[src/rtl/mwt_pkg.sv]
// Shared types and constants for the microwave cook-time countdown.
// QUICK_STEP exists only when MWT_QUICKSTART_EN is defined.
package mwt_pkg;

    typedef enum logic [1:0] {
        EMPTY  = 2'd0,
        ARMED  = 2'd1,
        RUN    = 2'd2,
        PAUSED = 2'd3
    } mwt_state_t;

    localparam int unsigned MIN_W        = 7;
    localparam int unsigned SEC_W        = 6;
    localparam int unsigned SEC_MAX      = 59;
    localparam int unsigned ADD_SEC_STEP = 10;
`ifdef MWT_QUICKSTART_EN
    localparam int unsigned QUICK_STEP   = 30;
`endif

endpackage

[src/rtl/mwt_prescaler.sv]
// One-second prescaler: counts clock cycles while run is high, holds otherwise.
// tick marks the last cycle of each second; mid_second flags a partial second.
module mwt_prescaler #(
    parameter int unsigned TICKS_PER_SEC = 50_000_000
) (
    input  logic clk,
    input  logic rst,
    input  logic run,
    input  logic clr,
    output logic tick,
    output logic mid_second
);

    localparam int unsigned   CW   = $clog2(TICKS_PER_SEC);
    localparam logic [CW-1:0] LAST = CW'(TICKS_PER_SEC - 1);

    logic [CW-1:0] count;

    always_ff @(posedge clk) begin
        if (rst || clr) begin
            count <= '0;
        end else if (run) begin
            count <= tick ? '0 : count + 1'b1;
        end
    end

    assign tick       = run && (count == LAST);
    assign mid_second = (count != '0);

endmodule

[src/rtl/microwave_timer.sv]
// Cook-time countdown (mm:ss) driving the controller's finish input.
// Optional quick-start button (+30 s) enabled by defining MWT_QUICKSTART_EN.
module microwave_timer
    import mwt_pkg::*;
#(
    parameter int unsigned TICKS_PER_SEC = 50_000_000,
    parameter int unsigned MAX_MIN       = 99
) (
    input  logic             clk,
    input  logic             rst,
    input  logic             add_min,
    input  logic             add_sec,
    input  logic             clear,
`ifdef MWT_QUICKSTART_EN
    input  logic             quick,
`endif
    input  logic             heat,
    output logic             finish,
    output logic [MIN_W-1:0] minutes,
    output logic [SEC_W-1:0] seconds,
    output logic             armed
);

    mwt_state_t       state, state_nxt;
    logic             tick, mid_second, presc_clr;
    logic             clr_req, quick_req, any_add, time_nxt_zero;
    logic [SEC_W:0]   quick_add;
    logic [MIN_W-1:0] min_dec, min_nxt;
    logic [SEC_W-1:0] sec_dec, sec_nxt;
    logic [SEC_W:0]   sec_sum;
    logic [MIN_W:0]   min_sum;

`ifdef MWT_QUICKSTART_EN
    assign quick_req = quick && (state != RUN);
    assign quick_add = quick_req ? (SEC_W+1)'(QUICK_STEP) : '0;
`else
    assign quick_req = 1'b0;
    assign quick_add = '0;
`endif

    assign clr_req = clear && (state != RUN);
    assign any_add = add_min || add_sec || quick_req;

    mwt_prescaler #(
        .TICKS_PER_SEC(TICKS_PER_SEC)
    ) u_presc (
        .clk       (clk),
        .rst       (rst),
        .run       (state == RUN),
        .clr       (presc_clr),
        .tick      (tick),
        .mid_second(mid_second)
    );

    // Tick decrement first, then adds with a single carry, then saturation.
    always_comb begin
        min_dec = minutes;
        sec_dec = seconds;
        if (tick) begin
            if (seconds != '0) begin
                sec_dec = seconds - 1'b1;
            end else begin
                min_dec = minutes - 1'b1;
                sec_dec = SEC_W'(SEC_MAX);
            end
        end
        sec_sum = {1'b0, sec_dec} + (add_sec ? (SEC_W+1)'(ADD_SEC_STEP) : '0) + quick_add;
        min_sum = {1'b0, min_dec} + (MIN_W+1)'(add_min);
        if (sec_sum > (SEC_W+1)'(SEC_MAX)) begin
            sec_sum = sec_sum - (SEC_W+1)'(SEC_MAX + 1);
            min_sum = min_sum + 1'b1;
        end
        if (min_sum > (MIN_W+1)'(MAX_MIN)) begin
            min_nxt = MIN_W'(MAX_MIN);
            sec_nxt = SEC_W'(SEC_MAX);
        end else begin
            min_nxt = min_sum[MIN_W-1:0];
            sec_nxt = sec_sum[SEC_W-1:0];
        end
        if (clr_req) begin
            min_nxt = '0;
            sec_nxt = '0;
        end
    end

    assign time_nxt_zero = (min_nxt == '0) && (sec_nxt == '0);

    always_comb begin
        state_nxt = state;
        unique case (state)
            EMPTY: begin
                if (!clr_req && any_add) state_nxt = ARMED;
            end
            ARMED, PAUSED: begin
                if (clr_req)   state_nxt = EMPTY;
                else if (heat) state_nxt = RUN;
                else           state_nxt = mid_second ? PAUSED : ARMED;
            end
            RUN: begin
                // Leaving on a tick edge lands on a whole second (prescaler wraps to 0).
                if (time_nxt_zero) state_nxt = EMPTY;
                else if (!heat)    state_nxt = tick ? ARMED : PAUSED;
            end
        endcase
    end

    assign presc_clr = (state_nxt == EMPTY);

    always_ff @(posedge clk) begin
        if (rst) begin
            state   <= EMPTY;
            minutes <= '0;
            seconds <= '0;
        end else begin
            state   <= state_nxt;
            minutes <= min_nxt;
            seconds <= sec_nxt;
        end
    end

    assign armed  = (minutes != '0) || (seconds != '0);
    assign finish = heat && !armed;

endmodule

[config.mk]
export PLATFORM = sky130hd
export DESIGN_NAME = microwave_timer
export DESIGN_NICKNAME = d
export VERILOG_FILES = /design/src/rtl/mwt_pkg.sv /design/src/rtl/mwt_prescaler.sv /design/src/rtl/microwave_timer.sv
export SDC_FILE = /design/constraint.sdc
export NUM_CORES = 1
export LEC_CHECK = 0
export ABC_AREA = 1
export CAP_MARGIN = 40
export CORE_MARGIN = 5
export CORE_UTILIZATION = 45
export DETAILED_ROUTE_END_ITERATION = 8
export PLACE_DENSITY_LB_ADDON = 0.25
export SYNTH_ARGS = -nofsm -noshare
export SYNTH_HDL_FRONTEND = slang
export SYNTH_SLANG_ARGS = --single-unit
[constraint.sdc]
create_clock -name clk -period 5.6 [get_ports clk]
set_input_delay 1.68 -clock clk [delete_from_list [all_inputs] [get_ports clk]]
set_output_delay 1.68 -clock clk [all_outputs]
set_load 0.05 [all_outputs]
==> results.yml <==
drt:
  num_vias: 3597
  vias_per_cell: 5.25
  drtAntennaViolNets: 0
  drt-initial-drc-count: 221
  first_pass_iters: 5
  drc_errors: 0
  drt-total-wl_microns: 9030
  avgRoutedWirePerCell_microns: 13.2
worst_setup_path:
  path_buf_inv: 1
  cp_cell_sequence: "clkdlybuf4s50_1 > ha_1 > ha_1 > xor2_1 > ha_1 > nand4_1 > nor2_4 > nand2_4 > nand2_4 > nand2_1 > nand2_1 > nand3b_1 > nand2_2 > nand3_1 > nand2_1 > nand2_1 > nor2_2 > nand3_2 > nand2_1 > nand2_2 > nand2_4 > a21oi_1"
  crit-reg2reg-launch: "u_presc.count[1]$_SDFFE_PP0P_"
  cp_data_arrival_time_ps: 5260
  critPathCapture: "u_presc.count[4]$_SDFFE_PP0P_"
  cp-startpoint: "add_sec"
  cpLargestDelayFamily: "simple AND/OR/NAND/NOR gates"
  critical_path.startpoint_type: "input port"
  critPathMostFrequentCell: "nand2_1"
  slowest_delay_ps: 480
  criticalPathCategory: "in2reg"
  r2r_end: "u_presc.count[4]$_SDFFE_PP0P_"
  path_depth: 22
  rr_worst_depth: 30
  crit_slowest_cell: "clkdlybuf4s50_1"
  cp.required_ps: 5780
  cp-end-kind: "flop"
  r2r_slack_ps: 620
  cp_max_fo: 27
cells_and_area:
  synthToLayoutAreaGrowth_pct: 9.44
  drive_gt1_share_pct: 14.9
  multi_input_area_sq_um: 2410
  num_antenna_cells: 0
  fin_nets: 602
  utilization_pct: 51.1
  fill_cells: 789
  instances_no_fill: 685
  regArea_sq_um: 821
clock_tree:
  insertion_delay_ps: 300
  cts_setup_buffers: 0
  cts_hold_buf: 0
  clockRootBuffer: "clkbuf_8"
  clkSinkCount: 41
  clk_pin_slew_worst_paths_ps: 80
  cts_resized: 0
  cts_tree: "built"
  cts.path.max_buffers: 2
  numCtsBuffers: 5
  htree_levels: 2
placement:
  dpl.hpwl_microns: 6970
  place_congestion: 0.901
  placed_cells: 678
  port_buffers: 20
global_routing:
  grt_pass1_vias: 3227
  grt_pass1_wl_microns: 15000
  grtUsageTotal_pct: 18.3
  grt_max_degree: 28
  antenna_found_initial: 0
  overflow: 0
timing:
  finalCritPeriodShare_pct: 90.7
  fin_skew_ps: 9.39
  fin_crit_ps: 5080
  rsz0062_at_grt: "no"
  setup_violations: 0
  hold_violations: 0
  fmax_ghz: 0.197
  tightestPinTransition_ps: 527
  slew_headroom_pct: 64.7
  fin_tns_setup_ps: 0
  drv_slew: 0
yosys:
  syn_area_per_cell_sq_um: 6.46
  async_flop_share_pct: 0
  syn_nets: 583
  synth.distinct_cells: 41
  ys.flop_type: "dfxtp_1"
  syn_inst: 564
  syn-cell-area_sq_um: 3640
  ys_ff_latch: 41
  ys_seq_area_share_pct: 22.5
  synth-edff-count: 0
  yosysWarnings: 0
floorplanning:
  dieWidth_microns: 100
  core-area_sq_um: 7810
  rows: 32
  dieHeight_microns: 100
  ioPinCount: 21
  die_area_sq_um: 10000
  start_util_pct: 46.7
power:
  peakVddDrop_mv: 0.0889
  power.density_nw_per_um2: 153
  leakage_nw: 1.78
flow_run:
  cap_violations: 0
min_path:
  min_path_type: "reg2reg"
run_status:
  outcome: "finished, final reports clean"
[kinds of logic (layout without fill, tap and decap cells)]
family / Yosys count / count (layout) / share of synthesized area, %
AOI/OAI and AO/OA: 66 / 66 / 12.2
xor gates and xnor gates: 14 / 14 / 3.37
adders and majority gates: 13 / 13 / 4.46
buffers and inverters: 97 / 116 / 11.4
DFF: 41 / 41 / 22.5
muxes: 2 / 2 / 0.549
and+or+nand+nor: 331 / 331 / 45.5
[cell usage in the layout (no fill, tap or decap), types with 11 or more instances in the layout]
cell	instances
inv_1	72
nor2_1	70
xor2_1	11
inv_2	12
a21oi_2	20
nand2_2	13
nand4_1	11
nand3_1	51
nor3_1	12
a21oi_1	17
clkdlybuf4s50_1	20
o21ai_0	18
nand2_1	127
dfxtp_1	41
ha_1	13
[power breakdown]
group / switching (mW) / internal, mW / total, mW
clock: 0.104 / 0.0979 / 0.202
sequential: 0.00306 / 0.294 / 0.297
combinational: 0.0760 / 0.0349 / 0.111
total: 0.183 / 0.427 / 0.610
[worst min path at each step]
stage | from | to | cells past startpoint
2_1_floorplan | u_presc.count[8]$_SDFFE_PP0P_ | u_presc.count[8]$_SDFFE_PP0P_ | 4
3_3_place_gp | u_presc.count[8]$_SDFFE_PP0P_ | u_presc.count[8]$_SDFFE_PP0P_ | 4
3_5_place_dp | u_presc.count[8]$_SDFFE_PP0P_ | u_presc.count[8]$_SDFFE_PP0P_ | 4
4_1_cts | u_presc.count[8]$_SDFFE_PP0P_ | u_presc.count[8]$_SDFFE_PP0P_ | 4
5_1_grt | u_presc.count[4]$_SDFFE_PP0P_ | u_presc.count[4]$_SDFFE_PP0P_ | 2
6_report | u_presc.count[8]$_SDFFE_PP0P_ | u_presc.count[8]$_SDFFE_PP0P_ | 4
[per-layer routing]
layer  vias up  GRT usage, %  wire length [microns]
met2        94          27.7                   3860
met3        21          4.52                    586
met4         0          5.49                    195
met5         -             0                      0
met1      1629          25.8                   4390
li1       1853             -                      -
[state kept, by name, summed over array words and instances, names as in the netlist]
name and flops:
minutes 7, seconds 6, state 2, u_presc.count 26
[worst register-to-register path: cells and delay by family (launching register included)]
kind | cells | cell delay [ps]
simple gates | 23 | 2970
fa+ha+maj | 3 | 710
xor+xnor | 1 | 400
flops | 1 | 390
buf+inv | 2 | 240
compound gates | 1 | 150
[stage by stage]
stage | worst slack [ps] | power, mW | hold slack [ps] | cell area [sq um]
after CTS | 539 | 0.615 | 571 | 3990
after global placement | 331 | 0.413 | 558 | 3900
after global routing | 182 | 0.639 | 609 | 3990
after detailed placement | 208 | 0.415 | 553 | 3900
final | 519 | 0.610 | 569 | 3990
after floorplan | 1200 | 0.391 | 532 | 3640
[area by class of cell]
cell class	instances	share of cell area [%]
clock buffer	7	2.17
inverter	86	8.10
multi-input combinational	426	60.4
sequential	41	20.6
tap	102	3.20
timing repair buffer	23	5.59
[Yosys cell counts, types with 2 or more instances]
cell	n	area [sq um]
buf_12	2	40.0
nand3_1	51	255
nor2_2	7	43.8
a21oi_1	17	85.1
nor4_1	7	43.8
nand2_1	127	477
nand3b_1	8	60.1
buf_2	3	15.0
xnor2_1	3	26.3
o31ai_1	2	15.0
a21oi_2	20	175
xor2_1	11	96.3
inv_1	72	270
buf_6	2	22.5
nand2_4	9	101
mux2i_1	2	20.0
nor2_1	70	263
nor2_8	2	40.0
dfxtp_1	41	821
ha_1	13	163
nand3_2	4	40.0
nand3_4	2	35.0
nand2_2	13	81.3
a31oi_1	2	12.5
o21ai_0	18	90.1
nor3_1	12	60.1
inv_2	12	45.0
nor2_4	5	56.3
clkbuf_1	4	15.0
nand4_1	11	68.8
clkinv_1	2	7.51
Note: power is estimated with default switching activity, not from simulation.
